--- config.mk ---
export PLATFORM = sky130hd
export DESIGN_NAME = lane_ping_pong_buffer
export DESIGN_NICKNAME = d
export VERILOG_FILES = /design/src/rtl/lane_buf_pkg.sv /design/src/rtl/lane_bank_ram.sv /design/src/rtl/lane_ping_pong_buffer.sv
export SDC_FILE = /design/constraint.sdc
export NUM_CORES = 1
export LEC_CHECK = 0
export ABC_AREA = 1
export CORE_ASPECT_RATIO = 1.4
export CORE_MARGIN = 1.5
export CORE_UTILIZATION = 40
export CTS_BUF_LIST = sky130_fd_sc_hd__clkbuf_8 sky130_fd_sc_hd__clkbuf_16
export CTS_CLUSTER_DIAMETER = 80
export CTS_CLUSTER_SIZE = 40
export DETAILED_ROUTE_END_ITERATION = 12
export DONT_BUFFER_PORTS = 1
export GPL_ROUTABILITY_DRIVEN = 0
export PLACE_DENSITY = 0.61
export SLEW_MARGIN = 15
export SYNTH_ARGS = -nofsm -noshare
export SYNTH_HDL_FRONTEND = slang
export SYNTH_SLANG_ARGS = --single-unit
--- constraint.sdc ---
create_clock -name clk -period 5.3 [get_ports clk]
set_clock_uncertainty 0.15 [all_clocks]
set_input_delay 1.06 -clock clk [delete_from_list [all_inputs] [get_ports clk]]
set_output_delay 1.06 -clock clk [all_outputs]
set_load 0.01 [all_outputs]
--- src/rtl/lane_buf_pkg.sv ---
// Shared definitions for the lane ping-pong buffer: back-bank FSM encoding,
// miss counter width and the derived index-width helpers.
package lane_buf_pkg;

  // Back-bank state: FILL accepts writes, READY holds a committed frame.
  typedef enum logic {
    FILL  = 1'b0,
    READY = 1'b1
  } buf_state_t;

  localparam int MISS_W = 8;
  localparam logic [MISS_W-1:0] MISS_MAX = '1;

  // Lane index width; a single lane still gets a 1-bit index.
  function automatic int lane_width(input int lanes);
    return (lanes > 1) ? $clog2(lanes) : 1;
  endfunction

  // Slot index width; a single slot still gets a 1-bit index.
  function automatic int addr_width(input int depth);
    return (depth > 1) ? $clog2(depth) : 1;
  endfunction

endpackage

--- src/rtl/lane_bank_ram.sv ---
// One bank of note positions: simple dual-port RAM, one write port and one
// registered read port, addressed {lane, slot}. Contents are not reset.
module lane_bank_ram #(
  parameter int Y_W   = 8,
  parameter int AW    = 6,
  parameter int WORDS = 64
) (
  input  logic          clk,
  input  logic          we,
  input  logic [AW-1:0] waddr,
  input  logic [Y_W-1:0] wdata,
  input  logic          re,
  input  logic [AW-1:0] raddr,
  output logic [Y_W-1:0] rdata
);

  logic [Y_W-1:0] mem [0:WORDS-1];

  // Write port: store one y-position per accepted write.
  always_ff @(posedge clk) begin
    if (we) begin
      mem[waddr] <= wdata;
    end
  end

  // Read port: registered output, holds its value between reads.
  always_ff @(posedge clk) begin
    if (re) begin
      rdata <= mem[raddr];
    end
  end

endmodule

--- src/rtl/lane_ping_pong_buffer.sv ---
// Double buffer of per-lane note y-positions. The writer fills the back bank
// and commits; the banks swap at the next unfrozen vsync. The renderer reads
// the front bank through a one-cycle registered read port.
module lane_ping_pong_buffer
  import lane_buf_pkg::*;
#(
  parameter int LANES  = 4,
  parameter int Y_W    = 8,
  parameter int DEPTH  = 16,
  parameter int LANE_W = lane_width(LANES),
  parameter int ADDR_W = addr_width(DEPTH)
) (
  input  logic              clk,
  input  logic              reset,
  input  logic              wr_valid,
  input  logic [LANE_W-1:0] wr_lane,
  input  logic [ADDR_W-1:0] wr_addr,
  input  logic [Y_W-1:0]    wr_y,
  input  logic              wr_commit,
  output logic              wr_ready,
  input  logic              vsync,
  input  logic              freeze,
  input  logic              rd_valid,
  input  logic [LANE_W-1:0] rd_lane,
  input  logic [ADDR_W-1:0] rd_addr,
  output logic              rd_y_valid,
  output logic [Y_W-1:0]    rd_y,
  output logic              front_sel,
  output logic [MISS_W-1:0] miss_count
);

  localparam int AW    = LANE_W + ADDR_W;
  localparam int WORDS = LANES * DEPTH;

  buf_state_t        state_reg;
  logic              front_sel_reg;
  logic [1:0]        loaded_reg;
  logic [MISS_W-1:0] miss_reg;
  logic              wr_ready_reg;

  logic              rd_y_valid_reg;
  logic              rd_bank_reg;
  logic              rd_zero_reg;

  logic              wr_lane_ok;
  logic              rd_lane_ok;
  logic              wr_en;
  logic              swap;
  logic              missed;
  logic [1:0]        bank_we;
  logic [Y_W-1:0]    bank_rdata [2];

  // Lane range checks collapse to constant 1 when LANES fills the index space.
  if (LANES == (1 << LANE_W)) begin : g_lane_full
    assign wr_lane_ok = 1'b1;
    assign rd_lane_ok = 1'b1;
  end else begin : g_lane_partial
    assign wr_lane_ok = (wr_lane < LANE_W'(LANES));
    assign rd_lane_ok = (rd_lane < LANE_W'(LANES));
  end

  // A commit arriving together with vsync counts as already committed.
  assign swap   = vsync && !freeze && ((state_reg == READY) || wr_commit);
  assign missed = vsync && !freeze && (state_reg == FILL) && !wr_commit;
  assign wr_en  = !reset && (state_reg == FILL) && wr_valid && wr_lane_ok;

  // Two identical banks; only the back bank (not front_sel) is written.
  for (genvar gi = 0; gi < 2; gi++) begin : g_bank
    assign bank_we[gi] = wr_en && (front_sel_reg != 1'(gi));

    lane_bank_ram #(
      .Y_W  (Y_W),
      .AW   (AW),
      .WORDS(WORDS)
    ) u_ram (
      .clk  (clk),
      .we   (bank_we[gi]),
      .waddr({wr_lane, wr_addr}),
      .wdata(wr_y),
      .re   (rd_valid && rd_lane_ok),
      .raddr({rd_lane, rd_addr}),
      .rdata(bank_rdata[gi])
    );
  end

  // Back-bank FSM with swap, loaded flags and saturating miss counter.
  always_ff @(posedge clk) begin
    if (reset) begin
      state_reg     <= FILL;
      front_sel_reg <= 1'b0;
      loaded_reg    <= 2'b00;
      miss_reg      <= '0;
      wr_ready_reg  <= 1'b1;
    end else if (swap) begin
      front_sel_reg              <= !front_sel_reg;
      loaded_reg[!front_sel_reg] <= 1'b1;
      state_reg                  <= FILL;
      wr_ready_reg               <= 1'b1;
    end else if (missed) begin
      if (miss_reg != MISS_MAX) begin
        miss_reg <= miss_reg + 1'b1;
      end
    end else if ((state_reg == FILL) && wr_commit) begin
      state_reg    <= READY;
      wr_ready_reg <= 1'b0;
    end
  end

  // Read side: remember which bank was front at issue and whether to force 0.
  always_ff @(posedge clk) begin
    if (reset) begin
      rd_y_valid_reg <= 1'b0;
      rd_bank_reg    <= 1'b0;
      rd_zero_reg    <= 1'b1;
    end else begin
      rd_y_valid_reg <= rd_valid;
      if (rd_valid) begin
        rd_bank_reg <= front_sel_reg;
        rd_zero_reg <= !rd_lane_ok || !loaded_reg[front_sel_reg];
      end
    end
  end

  assign rd_y       = rd_zero_reg ? '0 : bank_rdata[rd_bank_reg];
  assign rd_y_valid = rd_y_valid_reg;
  assign wr_ready   = wr_ready_reg;
  assign front_sel  = front_sel_reg;
  assign miss_count = miss_reg;

endmodule

==> results.md, run 1 <==
* Finished Layout Cells at 5,074
* Via count at 27,162
* Synth Net Count at 3,800
* Pint at 10,720 uW
* Outcome: complete, but fails checks
* Max clock buf depth at 3
* Yosys warns at 0
* Min-delay src: loaded_reg[1]
* Pwr per Cell Area at 302.8 nW/um^2
* Yosys reg bits at 1,056
* R2R depth at 4
* Largest register FFs at 1,024
* Drt via density at 5.353
* Total Routing Usage GR at 0.1985
* Clk root buf: clkbuf_16
* Die Area at 110,900 sq um
* Mean post-synth cell area at 11.55 sq um
* Initial antenna violation count at 2
* VDD IR-drop max at 0.4047 mV
* Post-cts resize count at 0
* R2R setup slack at 2960 ps
* Switch Pwr at 3023 uW
* Async SR Flop Fraction at 0
* Reg2reg end: g_bank[1].u_ram.mem[12][1]
* Buffer count from post-CTS setup fixing at 0
* H-tree depth at 2
* Slew HR at -0.03214
* First-pass GRT wire length at 165,700 um
* Number of global-route vias before repair at 25,898
* Max Clock Freq at 299.7 MHz
* Global route total overflow at 0
* Die height at 393.5 um
* Lkg Pwr at 0.01552 uW
* Port Buffers at 0
* Critical path endpoint category: flip-flop
* Placed insts at 5,018
* ANT nets after route at 0
* Net Sw Frac at 0.2200
* Clk_lat worst skew at 670 ps
* Endpoint, Worst Hold: rd_zero_reg
* MaxCap Viol Count at 0
* Layout Cell Area excl Fill at 45,380 sq um
* WL per Instance at 21.92 um
* Seq/Total Area, Yosys at 0.7243
* DP Area at 44,300 sq um
* Hold Crit Class: reg2reg
* Post-Syn Instances at 3,772
* Clock Sinks at 1,056
* Least-Margin Pin Slew at 1548 ps
* Final period util at 0.6295
* Die X at 281.9 um
* Unrepaired setup endpoints after global routing: no
* CP required at 5680 ps
* Gate power share at 0.054
* Biggest register: g_bank.u_ram.mem
* R2R Path Start: front_sel
* Area growth, synth to finish at 4.165%
* CTS Hold Bufs at 0
* Layout cells sized above 1 at 0.02732
* Max Slew Vio Count at 53
* CTS tree: yes
* Yosys cell types at 26
* Final Setup Violations at 0
* Initial Util at 0.4024
* IO Count at 46
* CP arrival at 3710 ps
* Tmin final at 3337 ps
* CTS Buf Count at 34
* Total core area at 108,200 sq um
* Setup TNS at 0 ps
* Dpl hpwl at 60,810 um
* Ys flop type: edfxtp_1
* Initial drt markers at 2,664
* Number of synthesized flops with an enable pin at 1,040
* Clk slew on worst S/H paths at 150 ps
* Startpoint Class: primary input
* CP max FO at 513
* # diodes at 0
* Layout net count at 3,632
* Row count at 143
* Failing checks: slew limit
* Crit Path Category: in2reg
* Drt pass-1 iters at 6
* Fin. Hold Viols at 0
* # DRC at 0
* Power share of the clock group at 0.276
* Register share of total power at 0.669
* Routed WL at 111,200 um
* Largest net degree at the start of global routing at 514
* WHS Path Cells at 1
* Synthesized area at 43,560 sq um
kinds of logic (layout without fill, tap and decap cells):
| logic type | count (synthesis) | count (layout) | share of synthesized area |
|---|---|---|---|
| AO/OA/AOI/OAI | 24 | 24 | 0.003016 |
| XOR/XNOR | 5 | 5 | 0.001005 |
| AND/OR/NAND/NOR | 2425 | 2425 | 0.2346 |
| buffers and inverters | 261 | 113 | 0.03679 |
| adder cells (fa/ha/maj) | 1 | 1 | 0.0002872 |
| flip-flops | 1056 | 1056 | 0.7243 |
placed cells by master (no fill, tap or decap):
cell       instances
dfxtp_1           16
xnor2_1            3
clkinv_2           1
nor3_2             7
clkinv_8           2
inv_6              6
clkbuf_16         35
inv_8              1
inv_1             23
nand4_1            5
o21ai_2            1
o31ai_1            1
clkinv_4           2
inv_4              1
o21a_1             1
nor2_1           139
clkbuf_8           2
nor3_1             8
a211oi_1           1
xor2_1             2
a21oi_1           16
nor3_4             3
inv_2              3
buf_4             24
nand2_1         1397
nand3_1          866
o21ai_0            4
clkinv_1           2
ha_1               1
buf_12             8
inv_16             3
edfxtp_1        1040
worst max path at each step:
stage | startpoint | end | slack (ps) | depth (start not counted)
after CTS | rd_bank_reg | rd_y[6] | 2130 | 3
final | rd_addr[0] | g_bank[1].u_ram.rdata[6] | 1960 | 10
after global routing | rd_bank_reg | rd_y[6] | 2050 | 3
after global placement | wr_addr[3] | g_bank[0].u_ram.mem[11][1] | 1740 | 4
after floorplan | reset | g_bank[1].u_ram.mem[0][0] | 2580 | 5
after detailed placement | wr_addr[0] | g_bank[1].u_ram.mem[21][5] | 1740 | 4
per-layer routing:
metal / track usage / part of all wire / up-vias
li1: - / - / 12737
met1: 0.2531 / 0.39 / 13322
met2: 0.3385 / 0.50 / 913
met3: 0.02961 / 0.062 / 188
met4: 0.07767 / 0.040 / 2
met5: 0 / 0.000099 / -
final cells by class:
type                    instances  area [sq um]
inverters                      25         120.1
fillers                     10039         62870
clock inverters                19         170.2
clock buffers                  37         903.4
repair buffers                 32         340.3
flip-flops and latches       1056         31550
multi-input cells            2455         10480
well taps                    1450          1814
power groups by stage:
stage               registers (uW)  logic (uW)  clock network [uW]
finish                        9200         745                3800
global route                  9200         809                4060
CTS                           9190         742                3840
detailed placement            9380         740                   0
global placement              9380         734                   0
floorplan                     9380         618                   0
through the flow:
step	setup slack [ps]	hold WS, ps	util	power, uW
2_1_floorplan	2580	261.5	-	9999
3_3_place_gp	1737	283.5	0.4093	10120
3_5_place_dp	1742	272.4	0.4093	10120
4_1_cts	2131	295.7	0.4192	13770
5_1_grt	2045	280.8	0.4192	14060
6_report	1963	299.3	0.4192	13740
cells in the mapped netlist, types with 15 or more instances:
cell type  number  area (sq um)
nand2_1      1397          5244
nand3_1       866          4334
buf_4          15         112.6
dfxtp_1        16         320.3
nor3_1         18         90.09
edfxtp_1     1040         31230
inv_1          18         67.56
clkbuf_1       19         71.32
a21oi_1        16         80.08
buf_6          51         574.3
buf_2         137         685.7
nor2_1        139         521.8
worst max-delay path, stage by stage:
cell and delay [ps]:
inv_16 540, buf_4 660, nand2_1 100, nand3_1 100, nand3_1 110, nand2_1 100, nand2_1 50, nand3_1 190
nand3_1 130, nand2_1 90
No activity file was read; power rests on OpenSTA's default activity.
==> run 2, diff against run 1 <==
Clock period 5.3 ns to 3.3 ns, I/O delays scaled along.
==> run 2 against run 1 <==
Compared with the run above:
- the run still ends with slew limit left
- combinational power increased by 85%
- clock-buffer cell count unchanged
- final area increased by 2.4%
- highest routed layer is now met4
- wire length increased by 6.6%
- via count increased by 2.4%
- setup slack got worse by 1800 ps
- cell count increased by 2.3%
- core utilization increased by 1.0 points
- non-clock buffer count increased by 117
==> results.md, run 2 (same netlist as run 1, synthesis figures left out) <==
* # DRC at 0 (unchanged)
* Power share of the clock group at 0.276 (about the same)
* Gate power share at 0.062 (+0.008)
* Clk_lat worst skew at 630 ps (-40 ps)
* Unrepaired setup endpoints after global routing: no
* Net Sw Frac at 0.2225 (+0.002520)
* CTS Buf Count at 34 (unchanged)
* Initial Util at 0.4024 (unchanged)
* Total core area at 108,200 sq um (unchanged)
* Area growth, synth to finish at 6.678%
* Startpoint Class: flip-flop
* Clock Sinks at 1,056 (unchanged)
* Final Setup Violations at 0 (unchanged)
* Critical path endpoint category: output pin
* Switch Pwr at 4969 uW (+64%)
* CP arrival at 2300 ps (-1410 ps)
* R2R setup slack at 920 ps (-2040 ps)
* Slowest-stage cell, CP: dfxtp_1
* Least-Margin Pin Slew at 2312 ps (+763.5 ps)
* Initial drt markers at 2,533 (-4.9%)
* Layout cells sized above 1 at 0.05242 (+0.02510)
* Fin. Hold Viols at 0 (unchanged)
* Max Clock Freq at 321.4 MHz
* Row count at 143 (unchanged)
* Failing checks: slew limit
* Largest net degree at the start of global routing at 514 (unchanged)
* Clk root buf: clkbuf_16
* Port Buffers at 0 (unchanged)
* Crit Path Category: reg2out
* Final period util at 0.9428
* Biggest register: g_bank.u_ram.mem
* Worst-path cell chain: clkinv_1 -> nand2_1 -> a21oi_1
* Buffer count from post-CTS setup fixing at 0 (unchanged)
* H-tree depth at 2 (unchanged)
* Number of global-route vias before repair at 26,760 (+3.3%)
* DP Area at 45,090 sq um (+1.8%)
* VDD IR-drop max at 0.6796 mV (+68%)
* Largest register FFs at 1,024 (unchanged)
* Outcome: complete, but fails checks
* ANT nets after route at 0 (unchanged)
* Drt via density at 5.360 (+0.13%)
* Die X at 281.9 um (unchanged)
* Lkg Pwr at 0.01617 uW (+4.2%)
* First-pass GRT wire length at 174,600 um (+5.3%)
* Final Core Density at 0.4293 (+0.01011)
* Routed WL at 118,600 um (+6.6%)
* Commonest cells after routing, fill and taps aside: nand2_1, edfxtp_1, nand3_1
* Layout net count at 3,749 (+3.2%)
* Slowest stage delay, CP at 690 ps (+30 ps)
* Layout Cell Area excl Fill at 46,470 sq um (+2.4%)
* CTS tree: yes
* Commonest non-fill, non-tap cell in the layout: nand2_1
* Die Area at 110,900 sq um (unchanged)
* CP required at 2490 ps (-3190 ps)
* Global route total overflow at 0 (unchanged)
* CP max FO at 9 (-98%)
* Max clock buf depth at 3 (unchanged)
* Drt pass-1 iters at 8 (+2)
* Total Routing Usage GR at 0.2122 (+0.01363)
* Slew HR at -0.5412 (-0.5090)
* Setup TNS at 0 ps (unchanged)
* MaxCap Viol Count at 0 (unchanged)
* Pwr per Cell Area at 480.5 nW/um^2 (+59%)
* Dpl hpwl at 65,700 um (+8.1%)
* # diodes at 0 (unchanged)
* Initial antenna violation count at 0 (-2)
* Clk slew on worst S/H paths at 130 ps (-20 ps)
* Filler cells at 9,943 (-0.96%)
* IO Count at 46 (unchanged)
* Post-cts resize count at 0 (unchanged)
* Via count at 27,813 (+2.4%)
* Die height at 393.5 um (unchanged)
* Register share of total power at 0.662 (-0.007)
* Hold Crit Class: in2reg
* CTS Hold Bufs at 23 (+23)
* Max Slew Vio Count at 236 (+350%)
* Tmin final at 3111 ps
* WL per Instance at 22.85 um (+4.2%)
* Pint at 17,360 uW (+62%)
-- run 2: changes by cell type in the layout (fill, tap and decap cells not counted), moves of 2 or more --
| cell | before | now |
|---|---|---|
| buf_4 | 24 | 109 |
| nor3_1 | 8 | 10 |
| nor3_4 | 3 | 0 |
| clkinv_8 | 2 | 0 |
| buf_16 | 0 | 2 |
| inv_6 | 6 | 4 |
| clkinvlp_4 | 0 | 2 |
| inv_1 | 23 | 21 |
| dlygate4sd3_1 | 0 | 18 |
| buf_12 | 8 | 20 |
| inv_16 | 3 | 1 |
-- run 2: worst max-delay path, delay by kind of cell, from the launching register on --
| family | cells | cell delay [ps] |
|---|---|---|
| compound gates | 1 | 240 |
| simple gates | 1 | 310 |
| flops | 1 | 690 |
| buf+inv | 1 | 420 |
-- run 2: cell type report --
class / instances / area (sq um) / area share
inverter: 25 / 120.1 / 0.002585
multi-input combinational: 2455 / 10450 / 0.2248
clock inverter: 17 / 168.9 / 0.003635
sequential: 1056 / 31550 / 0.6789
clock buffer: 37 / 914.6 / 0.01968
timing repair buffer: 149 / 1454 / 0.03129
tap: 1450 / 1814 / 0.03904
-- run 2: path summary, 6_finish.rpt --
path | start | endpoint | depth (start not counted)
worst max-delay path | rd_bank_reg | rd_y[5] | 3
worst min-delay path | wr_y[6] | g_bank[1].u_ram.mem[44][6] | 0
worst max register to register | front_sel | g_bank[0].u_ram.mem[4][1] | 3
worst min register to register | loaded_reg[1] | rd_zero_reg | 1
-- run 2: metal layers --
layer | GRT usage | wire, um
met1 | 0.2666 | 45910
met2 | 0.3685 | 60290
met3 | 0.02445 | 6926
met4 | 0.08929 | 5428
met5 | 0 | 0
-- run 2: through the flow --
stage,power (uW),setup WS [ps],hold WS (ps),cells
after floorplan,16060,980.4,261.5,3772
after global placement,16300,474.7,292.1,5112
after detailed placement,16310,477.2,301.0,5112
after CTS,22350,208.9,0.1774,5189
after global routing,22860,107.2,2.167,5189
final,22330,188.8,43.84,5189
-- run 2: power groups by stage --
stage               registers [uW]  logic [uW]  clock network (uW)
floorplan                    15100         992                   0
CTS                          14800        1370                6210
finish                       14800        1380                6170
global placement             15100        1230                   0
global route                 14800        1490                6590
detailed placement           15100        1230                   0
